[src/rtl/cpu_pkg.sv]
// rtl/cpu_pkg.sv - shared constants and decode helpers for the ALU sequencer
package cpu_pkg;

  localparam int CPU_PC_W    = 8;
  localparam int CPU_INSTR_W = 12;

  // FSM encoding, kept as plain constants for compatibility with older blocks
  localparam logic [2:0] ST_IDLE      = 3'd0;
  localparam logic [2:0] ST_FETCH     = 3'd1;
  localparam logic [2:0] ST_DECODE    = 3'd2;
  localparam logic [2:0] ST_EXECUTE   = 3'd3;
  localparam logic [2:0] ST_WRITEBACK = 3'd4;
  localparam logic [2:0] ST_HALT      = 3'd5;

  // instruction classes in IR[11:10]
  localparam logic [1:0] CLS_ALU = 2'b00;
  localparam logic [1:0] CLS_LDI = 2'b01;
  localparam logic [1:0] CLS_BOV = 2'b10;
  localparam logic [1:0] CLS_HLT = 2'b11;

  // field positions
  localparam int CLS_HI = 11;
  localparam int CLS_LO = 10;
  localparam int OP_HI  = 9;
  localparam int OP_LO  = 6;
  localparam int RD_HI  = 5;
  localparam int RD_LO  = 4;
  localparam int RS_HI  = 3;
  localparam int RS_LO  = 2;
  localparam int IMM_HI = 3;
  localparam int TGT_HI = 7;

  function automatic logic [1:0] instrClass(input logic [CPU_INSTR_W-1:0] word);
    return word[CLS_HI:CLS_LO];
  endfunction

endpackage

[src/rtl/reg_file_4x4.sv]
// rtl/reg_file_4x4.sv - four 4-bit registers, two read ports, debug read, one write
module reg_file_4x4 (
  input  logic       clk,
  input  logic       reset,
  input  logic [1:0] rdAddrA,
  output logic [3:0] rdDataA,
  input  logic [1:0] rdAddrB,
  output logic [3:0] rdDataB,
  input  logic [1:0] dbgAddr,
  output logic [3:0] dbgData,
  input  logic       wrEn,
  input  logic [1:0] wrAddr,
  input  logic [3:0] wrData
);

  logic [3:0] regs [4];

  // reads are combinational so a read of the written register sees the old value
  assign rdDataA = regs[rdAddrA];
  assign rdDataB = regs[rdAddrB];
  assign dbgData = regs[dbgAddr];

  // single write port; reset clears every register
  always_ff @(posedge clk) begin
    if (reset) begin
      for (int i = 0; i < 4; i++) begin
        regs[i] <= 4'd0;
      end
    end else if (wrEn) begin
      regs[wrAddr] <= wrData;
    end
  end

endmodule

[src/rtl/alu_sequencer.sv]
// rtl/alu_sequencer.sv - fetch/decode/execute/writeback control in front of the 4-bit ALU
module alu_sequencer #(
  parameter int PC_W    = 8,
  parameter int INSTR_W = 12
) (
  input  logic               clk,
  input  logic               reset,
  input  logic               start,
  output logic [PC_W-1:0]    pc,
  input  logic [INSTR_W-1:0] instr,
  output logic [3:0]         opCode,
  output logic [3:0]         a,
  output logic [3:0]         b,
  input  logic [3:0]         aOut,
  input  logic               overFlow,
  output logic               ovfFlag,
  output logic               busy,
  output logic               halted,
  input  logic [1:0]         regSel,
  output logic [3:0]         regData
);

  import cpu_pkg::*;

  logic [2:0]         state;
  logic [PC_W-1:0]    pcReg;
  logic [INSTR_W-1:0] ir;
  logic [3:0]         resVal;
  logic               resOvf;
  logic               ovfReg;

  logic [1:0]         irCls;
  logic               wrEn;
  logic [3:0]         wrData;
  logic               branchTaken;
  logic [PC_W-1:0]    branchTarget;

  assign irCls        = instrClass(ir);
  assign branchTaken  = (irCls == CLS_BOV) && ovfReg;
  assign branchTarget = PC_W'(ir[TGT_HI:0]);

  // register write happens only in writeback, from the captured ALU result or the immediate
  always_comb begin
    wrEn   = 1'b0;
    wrData = resVal;
    if (state == ST_WRITEBACK) begin
      if (irCls == CLS_ALU) begin
        wrEn   = 1'b1;
        wrData = resVal;
      end else if (irCls == CLS_LDI) begin
        wrEn   = 1'b1;
        wrData = ir[IMM_HI:0];
      end
    end
  end

  reg_file_4x4 u_regs (
    .clk     (clk),
    .reset   (reset),
    .rdAddrA (ir[RD_HI:RD_LO]),
    .rdDataA (a),
    .rdAddrB (ir[RS_HI:RS_LO]),
    .rdDataB (b),
    .dbgAddr (regSel),
    .dbgData (regData),
    .wrEn    (wrEn),
    .wrAddr  (ir[RD_HI:RD_LO]),
    .wrData  (wrData)
  );

  // sequencer FSM with pc, IR, result capture and overflow flag
  always_ff @(posedge clk) begin
    if (reset) begin
      state  <= ST_IDLE;
      pcReg  <= '0;
      ir     <= '0;
      resVal <= 4'd0;
      resOvf <= 1'b0;
      ovfReg <= 1'b0;
    end else begin
      case (state)
        ST_IDLE, ST_HALT: begin
          if (start) begin
            state <= ST_FETCH;
            pcReg <= '0;
          end
        end
        ST_FETCH: begin
          state <= ST_DECODE;
        end
        ST_DECODE: begin
          ir    <= instr;
          state <= (instrClass(instr) == CLS_HLT) ? ST_HALT : ST_EXECUTE;
        end
        ST_EXECUTE: begin
          resVal <= aOut;
          resOvf <= overFlow;
          state  <= ST_WRITEBACK;
        end
        ST_WRITEBACK: begin
          if (irCls == CLS_ALU) begin
            ovfReg <= resOvf;
          end
          pcReg <= branchTaken ? branchTarget : pcReg + PC_W'(1);
          state <= ST_FETCH;
        end
        default: begin
          state <= ST_IDLE;
        end
      endcase
    end
  end

  assign pc      = pcReg;
  assign opCode  = ir[OP_HI:OP_LO];
  assign ovfFlag = ovfReg;
  assign busy    = (state == ST_FETCH) || (state == ST_DECODE) ||
                   (state == ST_EXECUTE) || (state == ST_WRITEBACK);
  assign halted  = (state == ST_HALT);

endmodule

[config.mk]
export PLATFORM = sky130hd
export DESIGN_NAME = alu_sequencer
export DESIGN_NICKNAME = d
export VERILOG_FILES = /design/src/rtl/cpu_pkg.sv /design/src/rtl/reg_file_4x4.sv /design/src/rtl/alu_sequencer.sv
export SDC_FILE = /design/constraint.sdc
export NUM_CORES = 1
export LEC_CHECK = 0
export ABC_AREA = 1
export CAP_MARGIN = 20
export CORE_MARGIN = 3
export CORE_UTILIZATION = 30
export CTS_BUF_LIST = sky130_fd_sc_hd__clkbuf_4 sky130_fd_sc_hd__clkbuf_8
export CTS_CLUSTER_SIZE = 28
export DETAILED_ROUTE_END_ITERATION = 12
export GPL_TIMING_DRIVEN = 0
export HOLD_SLACK_MARGIN = 0.02
export PLACE_DENSITY = 0.54
export SKIP_LAST_GASP = 1
export SLEW_MARGIN = 40
export SYNTH_ARGS = -nofsm -noshare
export SYNTH_HDL_FRONTEND = slang
export SYNTH_HIERARCHICAL = 1
export SYNTH_SLANG_ARGS = --single-unit
[constraint.sdc]
create_clock -name clk -period 2.7 [get_ports clk]
set_input_delay 0.405 -clock clk [delete_from_list [all_inputs] [get_ports clk]]
set_output_delay 0.405 -clock clk [all_outputs]
set_load 0.01 [all_outputs]
==> results by stage <==
Power and ir drop:
- For this design the static power due to leakage is between 1 and 1.5 nW.
- The clock network power share is approximately 29%.
- Summed over all nets, the switching power comes to 405 uW.
- Sequential cells account for 51.9% of the total power.
- The share of total power dissipated in combinational logic is a little under a fifth.
- The peak ir drop on the vdd network is 0.175 mV.
- The internal power consumption is about 1.0 mW.
- The fraction of power spent switching nets is ~28%.
- Dividing total power by cell area gives a power density of 453 mW/mm^2.

Detailed routing:
- Using the TritonRoute via totals, the vias-per-cell ratio works out to 4.57.
- The per-cell routed wire length is 12.0 um.
- The first-pass iteration count of the detailed router is 4.
- The count of nets left with antenna violations once routing finished came out at 0.
- The final route contains 2,369 vias.
- The residual DRC count is 0.
- The total wirelength of the detailed-routed design is 6200 um.
- The number of DRC markers in iteration 0 is 132.

Cells and area:
- The signed area change from the synthesized netlist to the final layout is 27.4%.
- The number of antenna diodes in the final layout is 0.
- The fill cell instance count of the final layout is 851.
- The area taken by multi-input logic gates is between 0.001 and 0.0015 mm^2.
- The library cells used most frequently in the layout, excluding fill and tap cells, are 115 x sky130_fd_sc_hd__nand2_1, 47 x sky130_fd_sc_hd__clkdlybuf4s50_1, 44 x sky130_fd_sc_hd__nand3_1.
- Registers take 0.00106 mm^2.
- At the end of the flow, the number of nets in the layout was 438.
- Leaving out fill and tap cells, the most frequent cell in the layout is sky130_fd_sc_hd__nand2_1.
- Once layout is done, the placed cells without fillers occupy 0.00319 mm^2.
- Of the cells placed in the final design, the portion with a size suffix greater than 1 is under 10%.

Hold path:
- The worst hold path class is reg -> reg.

CTS:
- The number of clock sinks is 45.
- The root buffer cell chosen for the clock tree is sky130_fd_sc_hd__clkbuf_8.
- At the later pin of the worst-skew pair, clock insertion delay measures 0.30 ns.
- The H-tree level count is 2.
- TritonCTS built the clock tree.
- After clock tree synthesis, the clock-pin slew on the worst setup and hold paths is around 0.10 ns.
- Counting the buffers created by CTS gives 5.
- The buffers inserted during post-CTS setup optimization is 0.
- The clock tree buffer depth is 2.
- The number of gates resized after CTS is 0.
- For this design, the CTS-stage hold fixing added 0 buffers.

Synth:
- The net count after synthesis is approximately 380.
- After technology mapping, the gate count stands at 361.
- The number of register bits inferred by synthesis is 45.
- The synthesized area per cell is 6.94 um^2.
- The synthesized netlist occupies a cell area of 0.00250 mm^2.
- Sequential cells were found to cover 42.4% of the synthesized design area.
- The count of distinct cell types in the synthesized netlist is 27.
- The total of warnings raised by yosys is 6.

Run status:
- The run finished with clean final reports.

Die:
- The floorplan die area is 0.00948 mm^2.
- The standard-cell row count is 32.
- The initial utilization of the core area, before any placement, comes to between 30% and 40%.
- The total area inside the core boundary comes to slightly below 0.008 mm^2.
- The die is 97.4 um tall.
- In this run the count of I/O pins placed on the die edge is 49.
- The die is 97.4 um wide.

STA:
- Setup repair after global routing left no endpoint under its margin.
- The post-route minimum period is between 2 and 2.5 ns.
- The relative slew slack is 63.4%.
- Timing would allow up to 0.451 GHz.
- The max-slew violation total from the final report is 0.
- Setup violations remaining at the end of the flow were counted as 0.
- The setup total negative slack is 0 ns.
- The final hold violation count is 0.
- The clock skew is 0.0136 ns.
- The final critical-path setup slack is about 0.48 ns.
- Dividing the final minimum period by the clock period gives just over 80%.
- For the pin with the worst max-slew slack, the measured transition is roughly 0.54 ns.

Place:
- The congestion estimate from routability-driven global placement came to 0.799.
- The setup slack at placement is approximately 0.56 ns.
- The count of input and output buffers is 47.
- The detailed-placement wirelength estimate is 4870 um.
- The cell area after placement is between 0.003 and 0.004 mm^2.

Worst setup path:
- The largest driver fanout on the critical path is 9.
- STA classifies the critical path startpoint as a flip-flop.
- At the worst endpoint, the required time is around 2.3 ns.
- The startpoint-to-endpoint class of the critical path is reg -> out.
- STA classifies the critical path endpoint as an output pin.
- STA puts the critical path data arrival time at roughly 1.8 ns.

Global route:
- For this run the aggregate overflow at the end of global routing stands at 0.
- The via count of the first global-routing pass came to about 2,100.
- Entering global routing, the biggest net connects 16 pins.
- The global router's overall resource usage is 13.1%.
- The first global-routing pass estimated roughly 10,000 um of wire.
- The number of antenna violations at the first check in global routing was 0.

Job:
- Max-cap violations in this run came to 0.
[power groups by stage]
stage / Combinational [mW] / Clock [mW] / Sequential [mW]
detailed placement: 0.275 / 0 / 0.765
floorplan: 0.154 / 0 / 0.758
global placement: 0.272 / 0 / 0.765
finish: 0.273 / 0.422 / 0.749
CTS: 0.275 / 0.440 / 0.750
global route: 0.304 / 0.462 / 0.753
[final cells by class]
| type | count | area share, % |
|---|---|---|
| plain buffers | 13 | 3.10 |
| flip-flops and latches | 45 | 33.3 |
| multi-input cells | 256 | 36.6 |
| inverters | 47 | 5.53 |
| clock inverters | 3 | 0.627 |
| well taps | 102 | 4.00 |
| clock buffers | 5 | 2.16 |
| repair buffers | 47 | 14.7 |
[flip-flops by register name, indices dropped and copies added, names as in the netlist]
| register | flops |
|---|---|
| u_regs/regs | 16 |
| ir | 12 |
| pc | 8 |
| resVal | 4 |
| state | 3 |
| ovfFlag | 1 |
| resOvf | 1 |
[routing by layer]
layer	vias to the layer above	global-route usage (%)	part of all wire (%)
met2	48	20.7	45
met4	0	3.51	1.1
met3	6	2.66	4.3
met1	1052	18.4	50
li1	1263	-	-
met5	-	0	0
[logic make-up after synthesis]
logic type                 synth area share, %
and+or+nand+nor                           36.2
buffers and inverters                     11.0
DFF                                       42.4
AOI/OAI and AO/OA                         9.54
xor gates and xnor gates                 0.350
adders and majority gates                0.500
[cells in the mapped netlist]
library cell / n / share of area (%)
sky130_fd_sc_hd__nand2_1: 115 / 17
sky130_fd_sc_hd__nand3_1: 44 / 8.8
sky130_fd_sc_hd__inv_1: 41 / 6.1
sky130_fd_sc_hd__nor2_1: 35 / 5.2
sky130_fd_sc_hd__dfxtp_1: 29 / 23
sky130_fd_sc_hd__a21oi_1: 27 / 5.4
sky130_fd_sc_hd__edfxtp_1: 16 / 19
sky130_fd_sc_hd__buf_4: 7 / 2.1
sky130_fd_sc_hd__o21ai_0: 7 / 1.4
sky130_fd_sc_hd__a211oi_1: 6 / 1.8
sky130_fd_sc_hd__inv_2: 6 / 0.90
sky130_fd_sc_hd__nor3_1: 4 / 0.80
sky130_fd_sc_hd__buf_6: 3 / 1.3
sky130_fd_sc_hd__nand2_2: 3 / 0.75
sky130_fd_sc_hd__o21ai_1: 3 / 0.60
sky130_fd_sc_hd__clkbuf_1: 2 / 0.30
sky130_fd_sc_hd__nand3_2: 2 / 0.80
sky130_fd_sc_hd__nor2_2: 2 / 0.50
sky130_fd_sc_hd__buf_2: 1 / 0.20
sky130_fd_sc_hd__ha_1: 1 / 0.50
sky130_fd_sc_hd__nand2_4: 1 / 0.45
sky130_fd_sc_hd__nand3_4: 1 / 0.70
sky130_fd_sc_hd__nand4_1: 1 / 0.25
sky130_fd_sc_hd__nor2_4: 1 / 0.45
sky130_fd_sc_hd__o21ai_2: 1 / 0.35
sky130_fd_sc_hd__or2_1: 1 / 0.25
sky130_fd_sc_hd__xor2_1: 1 / 0.35
[worst max-delay path: stages, from the launching register on]
cell                              delay [ns]
sky130_fd_sc_hd__dfxtp_1                0.45
sky130_fd_sc_hd__buf_4                  0.21
sky130_fd_sc_hd__inv_2                  0.08
sky130_fd_sc_hd__nand2_1                0.08
sky130_fd_sc_hd__nand3_1                0.06
sky130_fd_sc_hd__nand2_1                0.09
sky130_fd_sc_hd__clkdlybuf4s50_1        0.53
[path summary, 6_finish.rpt]
kind              slack, ns                 to  cells past startpoint  startpoint
hold / removal         0.47              ir[9]                      2       ir[9]
setup reg to reg       0.97  u_regs/regs[2][3]                      5    state[0]
setup / recovery       0.48               a[1]                      6       ir[4]
hold reg to reg        0.47              ir[9]                      2       ir[9]
[per-stage QoR]
step	hold slack (ns)	instances	util (%)	power [mW]
2_1_floorplan	0.444	361	-	0.912
3_3_place_gp	0.456	510	39.1	1.04
3_5_place_dp	0.457	510	39.1	1.04
4_1_cts	0.471	518	40.2	1.46
5_1_grt	0.483	518	40.2	1.52
6_report	0.469	518	40.2	1.44
Power figures use the tool's default switching activity.
